===== config.mk =====
export PLATFORM = sky130hd
export DESIGN_NAME = display_scan_controller
export DESIGN_NICKNAME = d
export VERILOG_FILES = /design/src/rtl/display_scan_controller.sv
export SDC_FILE = /design/constraint.sdc
export NUM_CORES = 1
export LEC_CHECK = 0
export BUFFER_PORTS_ARGS = -buffer_cell sky130_fd_sc_hd__buf_2
export CAP_MARGIN = 5
export CORE_MARGIN = 2
export CORE_UTILIZATION = 60
export CTS_CLUSTER_SIZE = 12
export DETAILED_ROUTE_END_ITERATION = 16
export PLACE_DENSITY = 0.81
export REMOVE_ABC_BUFFERS = 1
export SYNTH_ARGS = -nofsm -noshare
export SYNTH_HDL_FRONTEND = slang
export SYNTH_SLANG_ARGS = --single-unit

===== constraint.sdc =====
create_clock -name clk -period 4.5 [get_ports clk]
set_input_delay 0.45 -clock clk [delete_from_list [all_inputs] [get_ports clk]]
set_output_delay 0.45 -clock clk [all_outputs]
set_load 0.02 [all_outputs]

===== src/rtl/display_scan_controller.sv =====
// Multiplexed-display scan engine: rotates through the enabled digits at a fixed
// slot rate and gates each digit's anode with global blanking and PWM brightness.
module display_scan_controller #(
    parameter int NUM_DIGITS       = 8,
    parameter int SCAN_DIV         = 50000,
    parameter int PWM_BITS         = 4,
    parameter int ANODE_ACTIVE_LOW = 1,
    localparam int SEL_W           = $clog2(NUM_DIGITS)
) (
    input  logic                  clk,
    input  logic                  reset,
    input  logic [NUM_DIGITS-1:0] digit_en,
    input  logic [PWM_BITS-1:0]   brightness,
    input  logic                  blank,
    output logic [NUM_DIGITS-1:0] anodes,
    output logic [SEL_W-1:0]      seg_sel,
    output logic                  slot_tick
);

    localparam int CNT_W   = $clog2(SCAN_DIV);
    localparam int ON_STEP = SCAN_DIV / (2 ** PWM_BITS);
    localparam logic [PWM_BITS-1:0]   BRIGHT_FULL = '1;
    localparam logic [NUM_DIGITS-1:0] ANODES_OFF  = {NUM_DIGITS{ANODE_ACTIVE_LOW != 0}};

    logic [CNT_W-1:0]      cnt_q, cnt_d;
    logic [SEL_W-1:0]      idx_q, idx_d;
    logic [NUM_DIGITS-1:0] anodes_q, anodes_d;
    logic [SEL_W-1:0]      seg_sel_q;
    logic                  slot_tick_q;

    logic                  boundary;
    logic                  on_time;
    logic                  lit;
    logic [31:0]           on_limit;
    logic                  found;
    logic [SEL_W-1:0]      cand;
    int                    cand_sum;

    assign boundary = (cnt_q == CNT_W'(SCAN_DIV - 1));
    assign cnt_d    = boundary ? '0 : cnt_q + CNT_W'(1);

    // Full brightness bypasses the compare so truncation in ON_STEP never dims it.
    assign on_limit = 32'(brightness) * 32'(ON_STEP);
    assign on_time  = (brightness == BRIGHT_FULL) || (32'(cnt_q) < on_limit);
    assign lit      = !blank && digit_en[idx_q] && on_time;

    // Search idx+1 .. idx+NUM_DIGITS; the last candidate is idx itself, and an
    // all-zero enable mask leaves idx unchanged.
    always_comb begin
        idx_d    = idx_q;
        found    = 1'b0;
        cand     = '0;
        cand_sum = 0;
        for (int k = 1; k <= NUM_DIGITS; k++) begin
            cand_sum = int'(idx_q) + k;
            if (cand_sum >= NUM_DIGITS) begin
                cand_sum = cand_sum - NUM_DIGITS;
            end
            cand = SEL_W'(cand_sum);
            if (!found && digit_en[cand]) begin
                idx_d = cand;
                found = 1'b1;
            end
        end
    end

    generate
        for (genvar gi = 0; gi < NUM_DIGITS; gi++) begin : g_anode
            assign anodes_d[gi] = (lit && (idx_q == SEL_W'(gi))) ? ~ANODES_OFF[gi]
                                                                 : ANODES_OFF[gi];
        end
    endgenerate

    always_ff @(posedge clk) begin
        if (reset) begin
            cnt_q       <= '0;
            idx_q       <= '0;
            anodes_q    <= ANODES_OFF;
            seg_sel_q   <= '0;
            slot_tick_q <= 1'b0;
        end else begin
            cnt_q       <= cnt_d;
            if (boundary) begin
                idx_q <= idx_d;
            end
            anodes_q    <= anodes_d;
            seg_sel_q   <= idx_q;
            slot_tick_q <= boundary;
        end
    end

    assign anodes    = anodes_q;
    assign seg_sel   = seg_sel_q;
    assign slot_tick = slot_tick_q;

endmodule


==> reports/results.ini <==
[grt]
first_global_vias=2113
overflow=0
antenna_found_initial=0
grt_max_degree=17
track_usage_pct=23.59
grt_pass1_wl_um=9577

[worst_setup_path]
critPathKind=input port to flip-flop
cp.arrival_ns=4.34
critical_path.max_fanout=8
crit_path_start_kind=input port
required_ns=4.63
crit_path_end_kind=flip-flop
rr_worst_depth=8
rrSetupSlack_ns=1.39

[placed_design]
placedCellCount=369
io_buffers=26
gp_routability_congestion=0.9115
hpwl_um=4366

[timing]
tightestPinTransition_ns=0.6646
maxSlewViolCount=0
timing.hold.ws_ns=0.4546
setup_tns_ns=0
finalClockSkew_ns=0.006207
relSlewSlack_pct=55.69
post-route-min-period_ns=4.211
period_share_pct=93.57
fmax_mhz=237.5
grt_setup_unrepaired=no
hold_violations=0
finalSetupViolCount=0

[yosys]
synth_warnings=0
netlist_area_um2=2710
ys.flop_type=dfxtp_1
synthCells=298
synthArstFlopShare_pct=0
avgSynthCellArea_um2=9.094
synth_cell_types=49
ys_ff_latch=31
synth_edf_count=0
ys_seq_area_share_pct=22.90

[cells_and_area]
antenna_cells=0
fin_util_pct=68.33
final_layout_size_suffix_gt1_share_pct=16.00
final_common_cell=ha_1
multi_input_area_um2=1959
final_cell_mix=ha_1 (42), dfxtp_1 (31), nor2_1 (28), buf_2 (26), nand2_1 (23)
num-fill-cells=349
final_net_count=381
fin_cells=377
seqCellArea_um2=620.6
area_growth_pct=9.788

[cts]
cts_htree_levels=2
cts_buffers=5
clock_path_buffers=2
ctsHoldBuffers=0
cts_tree=built
cts_root_buffer=clkbuf_8
cts.sinks=31
cts-resized-gates=0
postCtsSetupBuffers=0
clk_pin_slew_ns=0.06
insertion_delay_ns=0.29

[power_and_ir_drop]
power_uw=711.0
peakVddDrop_mv=0.2143
leakage_uw=0.001341
p_per_area_nw_per_um2=238.9

[drt]
wl_per_cell_um=15.07
drtPass1Iterations=6
vias=2260
drc=0
drt-initial-drc-count=133
ant_nets=0
drt-total-wl_um=5681
via_per_inst=5.995

[die]
die-area_um2=5070
initial_core_util_pct=62.24
die_w_um=71.21
die_y_um=71.21
io_pins=27
row_count=24
core-area_um2=4354

[outcome]
outcome=completed

[min_path]
hold_path_depth=1
hold_path.class=flip-flop to flip-flop

[run]
max_cap_viol_count=0

## registers in the layout (all words and copies together) (netlist names)
register,cells
slot_tick,1
seg_sel,3
anodes,8
cnt_q,16
idx_q,3
## cell usage after synthesis (2+ instances only)
| library cell | instances | area, µm² |
|---|---|---|
| nand2_1 | 23 | 86.33 |
| clkbuf_1 | 3 | 11.26 |
| a21o_1 | 10 | 75.07 |
| a221oi_1 | 2 | 17.52 |
| dfxtp_1 | 31 | 620.6 |
| nand4_1 | 12 | 75.07 |
| o21bai_1 | 3 | 22.52 |
| nor2_1 | 28 | 105.1 |
| ha_1 | 42 | 525.5 |
| and4_1 | 2 | 17.52 |
| mux2_2 | 5 | 56.30 |
| o21ai_0 | 6 | 30.03 |
| mux2i_1 | 4 | 40.04 |
| buf_2 | 2 | 10.01 |
| inv_1 | 14 | 52.55 |
| nand2b_1 | 2 | 12.51 |
| nand3_1 | 12 | 60.06 |
| buf_6 | 4 | 45.04 |
| xnor2_1 | 12 | 105.1 |
| and2_1 | 2 | 12.51 |
| o21ai_1 | 2 | 10.01 |
| xor2_1 | 17 | 148.9 |
| and3_1 | 4 | 25.02 |
| a21oi_1 | 18 | 90.09 |
| o31ai_1 | 2 | 15.01 |
| mux4_2 | 4 | 90.09 |
| mux4_1 | 4 | 105.1 |
| a31oi_1 | 5 | 31.28 |
| nor3_1 | 3 | 15.01 |
## per-stage QoR
| stage | setup slack, ns | area [µm²] |
|---|---|---|
| 2_1_floorplan | 0.3896 | 2640 |
| 3_3_place_gp | 0.2133 | 2858 |
| 3_5_place_dp | 0.08055 | 2858 |
| 4_1_cts | 0.3320 | 2975 |
| 5_1_grt | 0.01428 | 2975 |
| 6_report | 0.2894 | 2975 |
## worst paths after layout
check / start / endpoint
min: cnt_q[0] / cnt_q[0]
min reg2reg: cnt_q[0] / cnt_q[0]
max reg2reg: idx_q[1] / idx_q[1]
max: brightness[1] / anodes[4]
## where the power goes
| part | switching, µW | total (µW) | leakage (µW) | internal (µW) |
|---|---|---|---|---|
| logic | 81.2 | 147 | 0.00103 | 66.1 |
| registers | 2.26 | 279 | 0.000251 | 277 |
| clock network | 105 | 284 | 0.0000612 | 179 |
## critical path, stage by stage
cell and delay, ns:
buf_2 0.13, ha_1 0.22, xor2_1 0.17, ha_1 0.18
a21o_1 0.15, ha_1 0.32, a21o_1 0.13, a21oi_1 0.09
o21bai_1 0.17, a21oi_1 0.13, o41ai_1 0.52, xnor2_1 0.20
ha_1 0.27, a21o_1 0.18, a21o_1 0.19, a21oi_1 0.14
a21oi_1 0.06, a2111oi_2 0.35, buf_4 0.21, nand4_1 0.09
## metal layers
metal	track usage [%]	up-vias	wire, µm
met2	38.68	72	2633
met5	0	-	0
met4	7.757	0	93
met1	31.20	1040	2574
li1	-	1136	-
met3	4.558	12	380
## area by class of cell
| class | instances | share of cell area (%) |
|---|---|---|
| multi-input cells | 241 | 65.85 |
| flip-flops and latches | 31 | 20.86 |
| repair buffers | 29 | 5.130 |
| clock buffers | 6 | 2.775 |
| well taps | 52 | 2.187 |
| inverters | 16 | 2.019 |
| clock inverters | 2 | 1.177 |
## logic make-up after synthesis
kind of cell	after synthesis	synth area share, %
simple gates	95	17.82
xor+xnor	29	9.372
buf+inv	26	4.801
fa+ha+maj	42	19.39
compound gates	56	13.57
flops	31	22.90
mux	19	12.14
Power figures use the tool's default switching activity.
